`src/rtl/dmem_arbiter.sv`:
```
// dmem_arbiter: shares one single-port data memory between the host
// loader/unloader port and NUM_CORES processor cores.
//   - Host has strict priority; cores are served round-robin.
//   - One transaction outstanding at a time: IDLE -> ISSUE -> WAIT -> RESP.
// Ports:
//   clk_i, rst_i                    clock (rising), async active-high reset
//   host_req_i/we_i/addr_i/wdata_i  host request (held until host_ack_o)
//   host_ack_o                      one-cycle host completion pulse
//   core_req_i/we_i [NUM_CORES]     per-core request / write enable
//   core_addr_i/core_wdata_i        flat, core i at [i*W +: W]
//   core_ack_o [NUM_CORES]          one-hot one-cycle completion pulse
//   rdata_o                         registered read data, valid with ack
//   mem_en_o/we_o/addr_o/wdata_o    memory strobe and command
//   mem_rdata_i                     memory read data (1-cycle latency)
//   busy_o                          high whenever not IDLE
module dmem_arbiter #(
    parameter int NUM_CORES = 4,
    parameter int ADDR_W    = 16,
    parameter int DATA_W    = 16
) (
    input  logic                        clk_i,
    input  logic                        rst_i,
    input  logic                        host_req_i,
    input  logic                        host_we_i,
    input  logic [ADDR_W-1:0]           host_addr_i,
    input  logic [DATA_W-1:0]           host_wdata_i,
    output logic                        host_ack_o,
    input  logic [NUM_CORES-1:0]        core_req_i,
    input  logic [NUM_CORES-1:0]        core_we_i,
    input  logic [NUM_CORES*ADDR_W-1:0] core_addr_i,
    input  logic [NUM_CORES*DATA_W-1:0] core_wdata_i,
    output logic [NUM_CORES-1:0]        core_ack_o,
    output logic [DATA_W-1:0]           rdata_o,
    output logic                        mem_en_o,
    output logic                        mem_we_o,
    output logic [ADDR_W-1:0]           mem_addr_o,
    output logic [DATA_W-1:0]           mem_wdata_o,
    input  logic [DATA_W-1:0]           mem_rdata_i,
    output logic                        busy_o
);

    localparam int IDW = (NUM_CORES > 1) ? $clog2(NUM_CORES) : 1;

    typedef enum logic [1:0] {S_IDLE, S_ISSUE, S_WAIT, S_RESP} state_t;

    state_t               state_q;
    logic [IDW-1:0]       rr_ptr_q;
    logic [IDW-1:0]       id_q;
    logic                 is_host_q;
    logic                 we_q;        // kept past ISSUE so WAIT knows read vs write
    logic                 mem_en_q;
    logic                 mem_we_q;
    logic [ADDR_W-1:0]    mem_addr_q;
    logic [DATA_W-1:0]    mem_wdata_q;
    logic [DATA_W-1:0]    rdata_q;
    logic                 host_ack_q;
    logic [NUM_CORES-1:0] core_ack_q;

    // Round-robin pick: first requesting core at or after rr_ptr, wrapping.
    logic           core_any;
    logic [IDW-1:0] core_win;

    always_comb begin
        core_any = 1'b0;
        core_win = '0;
        for (int k = 0; k < NUM_CORES; k++) begin
            if (!core_any && core_req_i[(int'(rr_ptr_q) + k) % NUM_CORES]) begin
                core_any = 1'b1;
                core_win = IDW'((int'(rr_ptr_q) + k) % NUM_CORES);
            end
        end
    end

    always_ff @(posedge clk_i or posedge rst_i) begin
        if (rst_i) begin
            state_q     <= S_IDLE;
            rr_ptr_q    <= '0;
            id_q        <= '0;
            is_host_q   <= 1'b0;
            we_q        <= 1'b0;
            mem_en_q    <= 1'b0;
            mem_we_q    <= 1'b0;
            mem_addr_q  <= '0;
            mem_wdata_q <= '0;
            rdata_q     <= '0;
            host_ack_q  <= 1'b0;
            core_ack_q  <= '0;
        end else begin
            case (state_q)
                S_IDLE: begin
                    if (host_req_i) begin
                        state_q     <= S_ISSUE;
                        mem_en_q    <= 1'b1;
                        is_host_q   <= 1'b1;
                        we_q        <= host_we_i;
                        mem_we_q    <= host_we_i;
                        mem_addr_q  <= host_addr_i;
                        mem_wdata_q <= host_wdata_i;
                    end else if (core_any) begin
                        state_q     <= S_ISSUE;
                        mem_en_q    <= 1'b1;
                        is_host_q   <= 1'b0;
                        id_q        <= core_win;
                        we_q        <= core_we_i[core_win];
                        mem_we_q    <= core_we_i[core_win];
                        mem_addr_q  <= core_addr_i[int'(core_win)*ADDR_W +: ADDR_W];
                        mem_wdata_q <= core_wdata_i[int'(core_win)*DATA_W +: DATA_W];
                    end
                end
                S_ISSUE: begin
                    // Memory commits/samples at this edge; drop the strobe.
                    state_q  <= S_WAIT;
                    mem_en_q <= 1'b0;
                    mem_we_q <= 1'b0;
                end
                S_WAIT: begin
                    state_q <= S_RESP;
                    if (!we_q) rdata_q <= mem_rdata_i;
                    if (is_host_q) host_ack_q <= 1'b1;
                    else           core_ack_q[id_q] <= 1'b1;
                end
                S_RESP: begin
                    state_q    <= S_IDLE;
                    host_ack_q <= 1'b0;
                    core_ack_q <= '0;
                    // Host grants leave the core rotation untouched.
                    if (!is_host_q)
                        rr_ptr_q <= (id_q == IDW'(NUM_CORES-1)) ? '0 : id_q + 1'b1;
                end
                default: state_q <= S_IDLE;
            endcase
        end
    end

    assign host_ack_o  = host_ack_q;
    assign core_ack_o  = core_ack_q;
    assign rdata_o     = rdata_q;
    assign mem_en_o    = mem_en_q;
    assign mem_we_o    = mem_we_q;
    assign mem_addr_o  = mem_addr_q;
    assign mem_wdata_o = mem_wdata_q;
    assign busy_o      = (state_q != S_IDLE);

endmodule

```
`config.mk`:
```
export PLATFORM = sky130hd
export DESIGN_NAME = dmem_arbiter
export DESIGN_NICKNAME = d
export VERILOG_FILES = /design/src/rtl/dmem_arbiter.sv
export SDC_FILE = /design/constraint.sdc
export NUM_CORES = 1
export LEC_CHECK = 0
export CELL_PAD_IN_SITES_DETAIL_PLACEMENT = 0
export CELL_PAD_IN_SITES_GLOBAL_PLACEMENT = 1
export CORE_AREA = 4 4 122 124
export CTS_BUF_LIST = sky130_fd_sc_hd__clkbuf_8
export DETAILED_ROUTE_END_ITERATION = 12
export DIE_AREA = 0 0 126 128
export GPL_ROUTABILITY_DRIVEN = 0
export PLACE_DENSITY_LB_ADDON = 0.1
export SLEW_MARGIN = 20
export SYNTH_ARGS = -nofsm -noshare
export SYNTH_HDL_FRONTEND = slang
export SYNTH_SLANG_ARGS = --single-unit
```
`constraint.sdc`:
```
create_clock -name clk_i -period 3.5 [get_ports clk_i]
set_input_delay 0.7 -clock clk_i [delete_from_list [all_inputs] [get_ports clk_i]]
set_output_delay 0.7 -clock clk_i [all_outputs]
set_load 0.05 [all_outputs]
```
==> PnR_summary.wiki, run 1 <==
{| class="wikitable"
! Metric !! Value
|-
| Crit. End Element || output pin
|-
| Vias per std cell || 4.92
|-
| Ratio of cells with drive above 1 in the final layout || 7.88%
|-
| Die boundary width || 126 um
|-
| Number of max-slew violations in the final report || 0
|-
| Wire length of the first global-routing pass || 22.9 mm
|-
| Total power draw || 5.79 mW
|-
| Clock Skew || 6.57 ps
|-
| Count of port buffers added during placement || 243
|-
| Fraction of synthesized cell area taken by the top area cell type || 41.3%
|-
| Biggest area contributors in the synthesized netlist || sky130_fd_sc_hd__dfrtp_1, sky130_fd_sc_hd__a21oi_1, sky130_fd_sc_hd__mux2i_1, sky130_fd_sc_hd__a221o_1, sky130_fd_sc_hd__mux2_2
|-
| Combined global-route utilization of all metal layers || 17.9%
|-
| Total power density per cell area || 868 mW/mm2
|-
| Drt pass-1 iters || 4
|-
| Number of antenna-violating nets in the routed design || 0
|-
| Shortest clock period the worst path allows after layout || 2850 ps
|-
| Sum of negative setup slack || 0 ps
|-
| Maximum number of pins on one net before global-route repair || 69
|-
| Initial Util || 27.7%
|-
| Antenna violations before repair || 0
|-
| Pin slew with the least headroom to its limit || 846 ps
|-
| Utilization of the core after routing || 48.5%
|-
| Buffer depth of the longest clock path || 2
|-
| Worst endpoint required time || 2800 ps
|-
| Number of buffers inserted by hold repair at cts || 0
|-
| Layout overhead on the synthesized area || 75.0%
|-
| Post-CTS Resized || 0
|-
| CP arrival || 2150 ps
|-
| HPWL after detailed placement || 11.2 mm
|-
| Yosys synthesis warning count || 0
|-
| GRT Residual Overflow || 0
|-
| Standard cell core area || 0.0138 mm2
|-
| Diode count || 0
|-
| Number of distinct library cells after synthesis || 31
|-
| Leading area contributor after synthesis || sky130_fd_sc_hd__dfrtp_1
|-
| Post-route DRC || 0
|-
| Run status || complete, no violations
|-
| Synth async-reset ratio || 100%
|-
| Filler cells || 1363
|-
| Worst Setup Start Kind || register
|-
| Min-delay worst type || register to register
|-
| Post-synthesis net count || 611
|-
| Peak VDD IR || 0.000242 V
|-
| Cell chosen for the clock root || sky130_fd_sc_hd__clkbuf_8
|-
| Post-synthesis register bit count || 63
|-
| Worst-case hold slack || 501 ps
|-
| Cell leakage power || 2.78 nW
|-
| Number of cells produced by synthesis || 414
|-
| Total of endpoints with negative setup slack in the final report || 0
|-
| Post-detailed-route wirelength per cell || 17.6 um
|-
| Initial drt markers || 189
|-
| Critical path fanouts, max || 8
|-
| Routed via count || 4072
|-
| CTS tree || yes
|-
| Max transition margin || 43.5%
|-
| Die area || 0.0161 mm2
|-
| Number of global-route vias before repair || 4308
|-
| Depth of the CTS H-tree || 3
|-
| Wire length after detailed routing || 14.6 mm
|-
| Clock transition at the register clock pins on the worst setup and hold paths after CTS || 70 ps
|-
| Type of the setup path with the least slack || register to output pin
|-
| Final hold vios || 0
|-
| Final clock period utilization by the worst path || 81.5%
|-
| Number of CTS-inserted buffers || 9
|-
| F_max || 351 MHz
|-
| Combined area of all synthesized cells || 0.00381 mm2
|-
| Number of top-level design ports || 244
|-
| NumNets Final || 839
|-
| Insertion delay to the later sink of the worst-skew pair || 340 ps
|-
| Instance area at placement || 0.00645 mm2
|-
| Mean instance size in the synthesized netlist || 9.21 um2
|-
| Max Cap Viol || 0
|-
| Vertical die dimension || 128 um
|-
| Primary flip-flop cell chosen by synthesis mapping || sky130_fd_sc_hd__dfrtp_1
|-
| Fraction of the yosys area taken by sequential cells || 41.3%
|-
| Num Clock Sinks || 63
|-
| Design Area, Final || 0.00668 mm2
|-
| Unrepaired setup endpoints after global routing || no
|-
| Number of placement rows || 43
|-
| Buffers inserted during post-CTS setup optimization || 0
|-
| Post-synth EDFFs || 0
|}
metrics by stage:
step                setup WS (ps)  instances
CTS                           608        827
floorplan                    1230        414
detailed placement            609        811
global route                  534        827
global placement              687        811
finish                        648        827
cell families (layout without fill, tap and decap cells):
logic type	after synthesis	in the layout	synth area share, %
AO/OA/AOI/OAI	154	154	25.9
AND/OR/NAND/NOR	92	92	9.81
flip-flops	63	63	41.3
multiplexers	53	53	14.5
buffers and inverters	43	276	5.54
adder cells (fa/ha/maj)	9	9	2.95
registers in the layout (all words and copies together) (netlist names):
name / cells
mem_addr_o: 16
mem_wdata_o: 16
rdata_o: 16
core_ack_o: 4
id_q: 2
rr_ptr_q: 2
state_q: 2
host_ack_o: 1
is_host_q: 1
mem_en_o: 1
mem_we_o: 1
we_q: 1
cells in the mapped netlist (2+ instances only):
cell type	n
sky130_fd_sc_hd__a21oi_1	100
sky130_fd_sc_hd__a221o_1	32
sky130_fd_sc_hd__a22o_1	5
sky130_fd_sc_hd__buf_2	10
sky130_fd_sc_hd__buf_6	5
sky130_fd_sc_hd__clkbuf_1	20
sky130_fd_sc_hd__dfrtp_1	63
sky130_fd_sc_hd__ha_1	9
sky130_fd_sc_hd__inv_1	8
sky130_fd_sc_hd__mux2_2	18
sky130_fd_sc_hd__mux2i_1	35
sky130_fd_sc_hd__nand2_1	47
sky130_fd_sc_hd__nand2b_1	2
sky130_fd_sc_hd__nor2_1	35
sky130_fd_sc_hd__nor2b_1	2
sky130_fd_sc_hd__o21ai_0	7
sky130_fd_sc_hd__o31ai_1	2
critical path, cell delays in order (launching register included):
cell	delay (ps)
sky130_fd_sc_hd__dfrtp_1	380
sky130_fd_sc_hd__inv_1	100
sky130_fd_sc_hd__ha_1	320
sky130_fd_sc_hd__inv_1	170
sky130_fd_sc_hd__clkdlybuf4s50_1	830
report_power, final:
part / internal (mW) / switching, mW / total, mW
clock: 0.434 / 0.287 / 0.721
combinational: 1.45 / 2.30 / 3.75
sequential: 1.10 / 0.218 / 1.32
metal layers:
layer / part of all wire [%] / GRT usage [%] / routed length [um] / vias up
met3: 10 / 7.00 / 1490 / 23
met5: 0 / 0 / 0 / -
met4: 2.9 / 7.44 / 422 / 0
met2: 47 / 29.4 / 6910 / 194
li1: - / - / - / 1969
met1: 40 / 20.9 / 5770 / 1886
path summary, 6_finish.rpt:
path | slack (ps) | from | to | cells past startpoint
setup / recovery | 650 | state_q[0]$_DFFE_PP0P_ | busy_o | 4
hold / removal | 500 | core_ack_o[1]$_DFFE_PP0P_ | core_ack_o[1]$_DFFE_PP0P_ | 1
setup reg to reg | 1250 | rr_ptr_q[1]$_DFFE_PP0P_ | mem_addr_o[11]$_DFFE_PP0P_ | 7
hold reg to reg | 500 | core_ack_o[1]$_DFFE_PP0P_ | core_ack_o[1]$_DFFE_PP0P_ | 1
max in group asynchronous | 2080 | rst_i | mem_addr_o[15]$_DFFE_PP0P_ | 3
min in group asynchronous | 770 | rst_i | mem_wdata_o[1]$_DFFE_PP0P_ | 2
area by class of cell:
class / count / area [um2] / area share, %
Multi-Input combinational cell: 308 / 2060 / 30.9
Clock buffer: 11 / 151 / 2.27
Clock inverter: 5 / 72.6 / 1.09
Timing Repair Buffer: 252 / 2560 / 38.3
Tap cell: 180 / 225 / 3.37
Sequential cell: 63 / 1580 / 23.6
Inverter: 8 / 30.0 / 0.450
cell usage in the layout (no fill, tap or decap), drive strengths merged, types with 8 or more instances in the layout:
| master | Yosys | final |
|---|---|---|
| a21oi | 101 | 101 |
| a221o | 32 | 32 |
| buf | 15 | 10 |
| clkbuf | 20 | 11 |
| clkdlybuf4s50 | 0 | 242 |
| dfrtp | 63 | 63 |
| ha | 9 | 9 |
| inv | 8 | 10 |
| mux2 | 18 | 18 |
| mux2i | 35 | 35 |
| nand2 | 47 | 47 |
| nor2 | 36 | 36 |
| o21ai | 8 | 8 |
No activity file was read; power rests on OpenSTA's default activity.
==> run 2, diff against run 1 <==
Settings changed: CORE_AREA 4 4 122 124 to 4 4 127 129, DIE_AREA 0 0 126 128 to 0 0 131 133.
Clock period 3.5 ns to 2.75 ns, I/O delays scaled along.
==> PnR_summary.wiki, run 2 (synthesis gave the netlist of run 1 again) <==
{| class="wikitable"
! Metric !! Value
|-
| Combined global-route utilization of all metal layers || 16.7%
|-
| Number of antenna-violating nets in the routed design || 0
|-
| Number of global-route vias before repair || 4190
|-
| Max transition margin || 43.1%
|-
| Total of endpoints with negative setup slack in the final report || 0
|-
| Depth of the CTS H-tree || 3
|-
| Num Clock Sinks || 63
|-
| Max Cap Viol || 0
|-
| Worst endpoint required time || 3020 ps
|-
| CP arrival || 2530 ps
|-
| Number of placed cells counting well taps || 822
|-
| NumNets Final || 842
|-
| Buffer depth of the longest clock path || 2
|-
| Die area || 0.0174 mm2
|-
| Buffers plus inverters on the worst setup path || 2
|-
| Total power density per cell area || 1110 mW/mm2
|-
| Most common library cell in the layout ignoring fill and taps || sky130_fd_sc_hd__clkdlybuf4s50_1
|-
| HPWL after detailed placement || 11.6 mm
|-
| Maximum number of pins on one net before global-route repair || 57
|-
| P_sw || 3.60 mW
|-
| Diode count || 0
|-
| GRT Residual Overflow || 0
|-
| Dominant cell type by count on the critical path || sky130_fd_sc_hd__mux2i_1
|-
| Number of max-slew violations in the final report || 0
|-
| Critical path fanouts, max || 29
|-
| Crit. End Element || register
|-
| Number of buffers inserted by hold repair at cts || 0
|-
| Count of port buffers added during placement || 243
|-
| F_max || 444 MHz
|-
| Drt pass-1 iters || 4
|-
| Clock transition at the register clock pins on the worst setup and hold paths after CTS || 70 ps
|-
| Ratio of cells with drive above 1 in the final layout || 8.77%
|-
| Clock Skew || 7.53 ps
|-
| Highest-count cells in the layout ignoring fill and taps || sky130_fd_sc_hd__clkdlybuf4s50_1, sky130_fd_sc_hd__a21oi_1, sky130_fd_sc_hd__dfrtp_1
|-
| Clock group share of total power || 12.6%
|-
| Wire length of the first global-routing pass || 22.4 mm
|-
| Initial drt markers || 232
|-
| Utilization of the core after routing || 44.7%
|-
| Cell chosen for the clock root || sky130_fd_sc_hd__clkbuf_8
|-
| Cell-by-cell trace of the critical path || clkdlybuf4s50_1 > mux2i_1 > o22ai_2 > or2_4 > buf_12 > mux2i_1 > a221o_1 > a21oi_1
|-
| Internal power component || 3.84 mW
|-
| Unrepaired setup endpoints after global routing || no
|-
| Number of top-level design ports || 244
|-
| Total power draw || 7.44 mW
|-
| Sum of negative setup slack || 0 ps
|-
| Pin slew with the least headroom to its limit || 852 ps
|-
| Vertical die dimension || 133 um
|-
| Delay-heaviest family, CP || compound AO/OA/AOI/OAI gates
|-
| Final clock period utilization by the worst path || 82.0%
|-
| Standard cell core area || 0.0150 mm2
|-
| Part of the total power dissipated in combinational logic || 64.8%
|-
| Buffers inserted during post-CTS setup optimization || 0
|-
| Number of placement rows || 45
|-
| Share of power burned in registers || 22.6%
|-
| Shortest clock period the worst path allows after layout || 2250 ps
|-
| Fraction of power spent switching nets || 48.3%
|-
| Die boundary width || 131 um
|-
| Final hold vios || 0
|-
| Cell leakage power || 2.78 nW
|-
| Wire length after detailed routing || 14.8 mm
|-
| Layout overhead on the synthesized area || 76.3%
|-
| Final instance count without filler cells || 838
|-
| Post-detailed-route wirelength per cell || 17.6 um
|-
| CTS tree || yes
|-
| Cell with the largest stage delay on the worst path || sky130_fd_sc_hd__clkdlybuf4s50_1
|-
| Min-delay worst type || register to register
|-
| Insertion delay to the later sink of the worst-skew pair || 350 ps
|-
| Type of the setup path with the least slack || input pin to register
|-
| Initial Util || 25.4%
|-
| Post-CTS Resized || 0
|-
| Routed via count || 4031
|-
| Number of CTS-inserted buffers || 9
|-
| Run status || complete, no violations
|-
| Max incr delay on CP || 480 ps
|-
| Worst-case hold slack || 492 ps
|-
| Vias per std cell || 4.81
|-
| Peak VDD IR || 0.000365 V
|-
| Worst Setup Start Kind || input pin
|-
| Post-route DRC || 0
|-
| Antenna violations before repair || 0
|}
run 2: cell types whose count changed in the layout (fill, tap and decap cells not counted):
cell                              previous run  this run
sky130_fd_sc_hd__clkinvlp_4                  0         2
sky130_fd_sc_hd__buf_4                       4         7
sky130_fd_sc_hd__clkdlybuf4s50_1           242       241
sky130_fd_sc_hd__buf_12                      5         6
sky130_fd_sc_hd__inv_1                       9         7
run 2: cell type report:
type	count	area [um2]
Fill cell	1484	8310
Timing Repair Buffer	255	2590
Multi-Input combinational cell	308	2060
Sequential cell	63	1580
Tap cell	188	235
Clock buffer	11	151
Clock inverter	5	80.1
Inverter	8	30.0
run 2: worst reg2reg max path: stages (launching register included):
cell and delay (ps):
sky130_fd_sc_hd__dfrtp_1 510, sky130_fd_sc_hd__mux2i_1 260, sky130_fd_sc_hd__o22ai_2 150, sky130_fd_sc_hd__or2_4 310, sky130_fd_sc_hd__buf_12 180, sky130_fd_sc_hd__mux2i_1 150
sky130_fd_sc_hd__a221o_1 390, sky130_fd_sc_hd__a21oi_1 130
run 2: metrics by stage:
stage / instance area [um2] / setup WS (ps)
2_1_floorplan: 3810 / 630
3_3_place_gp: 6490 / 158
3_5_place_dp: 6490 / 128
4_1_cts: 6730 / 501
5_1_grt: 6730 / 343
6_report: 6730 / 496
run 2: power by group through the flow:
stage          Combinational (mW)  Sequential [mW]  Clock [mW]
2_1_floorplan                1.79             3.05           0
3_3_place_gp                 4.83             1.68           0
3_5_place_dp                 4.89             1.70           0
4_1_cts                      4.90             1.69       0.967
5_1_grt                      5.17             1.74        1.01
6_report                     4.82             1.68       0.939
run 2: path summary, 6_finish.rpt:
check / to / cells past startpoint / from / slack [ps]
max in group asynchronous: mem_wdata_o[11]$_DFFE_PP0P_ / 3 / rst_i / 1610
max: mem_addr_o[9]$_DFFE_PP0P_ / 8 / core_req_i[0] / 500
min in group asynchronous: rdata_o[5]$_DFFE_PP0P_ / 2 / rst_i / 540
max reg2reg: mem_addr_o[9]$_DFFE_PP0P_ / 7 / rr_ptr_q[1]$_DFFE_PP0P_ / 590
min: mem_en_o$_DFFE_PP0P_ / 2 / mem_en_o$_DFFE_PP0P_ / 490
min reg2reg: mem_en_o$_DFFE_PP0P_ / 2 / mem_en_o$_DFFE_PP0P_ / 490
run 2: metal layers:
layer | vias up | share of wire (%) | global-route usage, %
li1 | 1962 | - | -
met1 | 1883 | 39 | 18.6
met2 | 172 | 50 | 29.0
met3 | 14 | 9.5 | 6.54
met4 | 0 | 1.2 | 4.86
met5 | - | 0 | 0
==> run 3, diff against run 2 <==
Clock period 2.75 ns to 2.15 ns, I/O delays scaled along.
==> PnR_summary.wiki, run 3 (synthesis gave the netlist of run 1 again) <==
{| class="wikitable"
! Metric !! Value
|-
| Run status || complete, no violations
|-
| Unrepaired setup endpoints after global routing || no
|-
| Layout overhead on the synthesized area || 79.6%
|-
| Sum of negative setup slack || 0 ps
|-
| Drt pass-1 iters || 4
|-
| Number of CTS-inserted buffers || 9
|-
| Vertical die dimension || 133 um
|-
| Max transition margin || 61.9%
|-
| Post-route DRC || 0
|-
| Most common library cell in the layout ignoring fill and taps || sky130_fd_sc_hd__clkdlybuf4s50_1
|-
| Routed via count || 4104
|-
| Vias per std cell || 4.82
|-
| Total of endpoints with negative setup slack in the final report || 0
|-
| Shortest clock period the worst path allows after layout || 2040 ps
|-
| Number of buffers inserted by hold repair at cts || 0
|-
| Cell chosen for the clock root || sky130_fd_sc_hd__clkbuf_8
|-
| Insertion delay to the later sink of the worst-skew pair || 350 ps
|-
| Type of the setup path with the least slack || input pin to register
|-
| HPWL after detailed placement || 11.4 mm
|-
| Final instance count without filler cells || 851
|-
| Worst-case hold slack || 479 ps
|-
| Antenna violations before repair || 1
|-
| Number of antenna-violating nets in the routed design || 0
|-
| Buffer depth of the longest clock path || 2
|-
| Die area || 0.0174 mm2
|-
| Pin slew with the least headroom to its limit || 571 ps
|-
| Wire length after detailed routing || 15.4 mm
|-
| Worst Setup Start Kind || input pin
|-
| GRT Residual Overflow || 0
|-
| Final clock period utilization by the worst path || 95.0%
|-
| Number of global-route vias before repair || 4416
|-
| Total power density per cell area || 1410 mW/mm2
|-
| Critical path fanouts, max || 20
|-
| Total power draw || 9.63 mW
|-
| Number of cells on the worst reg-to-reg path || 7
|-
| Max Cap Viol || 0
|-
| Ratio of cells with drive above 1 in the final layout || 10.4%
|-
| Number of max-slew violations in the final report || 0
|-
| Buffers inserted during post-CTS setup optimization || 0
|-
| Filler cells || 1468
|-
| CTS tree || yes
|-
| Peak VDD IR || 0.000439 V
|-
| Die boundary width || 131 um
|-
| Utilization of the core after routing || 45.6%
|-
| Post-CTS Resized || 0
|-
| Worst endpoint required time || 2400 ps
|-
| Wire length of the first global-routing pass || 23.4 mm
|-
| Highest-count cells in the layout ignoring fill and taps || sky130_fd_sc_hd__clkdlybuf4s50_1, sky130_fd_sc_hd__a21oi_1, sky130_fd_sc_hd__dfrtp_1
|-
| Maximum number of pins on one net before global-route repair || 65
|-
| NumNets Final || 854
|-
| Initial Util || 25.4%
|-
| Clock transition at the register clock pins on the worst setup and hold paths after CTS || 70 ps
|-
| Crit. End Element || register
|-
| Post-detailed-route wirelength per cell || 18.1 um
|-
| Number of top-level design ports || 244
|-
| Clock Skew || 6.96 ps
|-
| Num Clock Sinks || 63
|-
| Cell leakage power || 2.87 nW
|-
| Final hold vios || 0
|-
| CP arrival || 2290 ps
|-
| Number of placement rows || 45
|-
| F_max || 489 MHz
|-
| Depth of the CTS H-tree || 3
|-
| Min-delay worst type || input pin to async pin
|-
| Initial drt markers || 170
|-
| Standard cell core area || 0.0150 mm2
|-
| Number of placed cells counting well taps || 833
|-
| Count of port buffers added during placement || 243
|-
| Combined global-route utilization of all metal layers || 17.3%
|}
run 3: changes by cell type in the layout (fill, tap and decap cells not counted), moves of 2 or more:
cell,previous run,this run
sky130_fd_sc_hd__buf_4,7,16
sky130_fd_sc_hd__buf_12,6,9
sky130_fd_sc_hd__nor2_4,2,4
sky130_fd_sc_hd__inv_1,7,9
sky130_fd_sc_hd__dlymetal6s2s_1,0,2
sky130_fd_sc_hd__clkdlybuf4s50_1,241,238
run 3: report_power, final:
part	total (mW)	internal [mW]	switching (mW)	leakage, nW
Sequential	2.13	1.79	0.340	0.734
Combinational	6.39	2.53	3.86	2.03
Clock	1.11	0.623	0.489	0.111
Total	9.63	4.95	4.69	2.87
run 3: worst max-delay path, cell delays in order:
cell	delay [ps]
sky130_fd_sc_hd__clkdlybuf4s50_1	550
sky130_fd_sc_hd__a21oi_1	60
sky130_fd_sc_hd__o21a_1	210
sky130_fd_sc_hd__o22ai_4	230
sky130_fd_sc_hd__buf_12	190
sky130_fd_sc_hd__mux2_2	360
sky130_fd_sc_hd__o311ai_1	240
run 3: final timing paths:
path	slack, ps	start	to
max in group asynchronous	1390	rst_i	rdata_o[8]$_DFFE_PP0P_
setup reg to reg	140	rr_ptr_q[1]$_DFFE_PP0P_	mem_we_o$_DFFE_PP0P_
hold reg to reg	490	core_ack_o[2]$_DFFE_PP0P_	core_ack_o[2]$_DFFE_PP0P_
hold / removal	480	rst_i	mem_wdata_o[15]$_DFFE_PP0P_
setup / recovery	110	core_req_i[1]	mem_we_o$_DFFE_PP0P_
min in group clk_i	490	core_ack_o[2]$_DFFE_PP0P_	core_ack_o[2]$_DFFE_PP0P_
run 3: metal layers:
metal	routed length (um)	global-route usage, %	vias to the layer above
li1	-	-	1990
met1	6360	20.7	1916
met2	7270	27.7	175
met3	1340	6.38	23
met4	413	6.91	0
met5	0	0	-
run 3: through the flow:
stage | cell area (um2) | setup WS (ps)
floorplan | 3810 | 150
global placement | 6610 | -252
detailed placement | 6610 | -314
CTS | 6820 | 82.8
global route | 6850 | 5.71
finish | 6850 | 107
run 3: layout make-up:
cell class                      count  area [um2]  area share, %
Multi-Input combinational cell    309        2080           30.4
Antenna cell                        1        2.50         0.0365
Inverter                            8        30.0          0.439
Clock buffer                       12         165           2.41
Timing Repair Buffer              266        2710           39.6
Sequential cell                    63        1580           23.0
Clock inverter                      4        45.0          0.658
Tap cell                          188         235           3.44
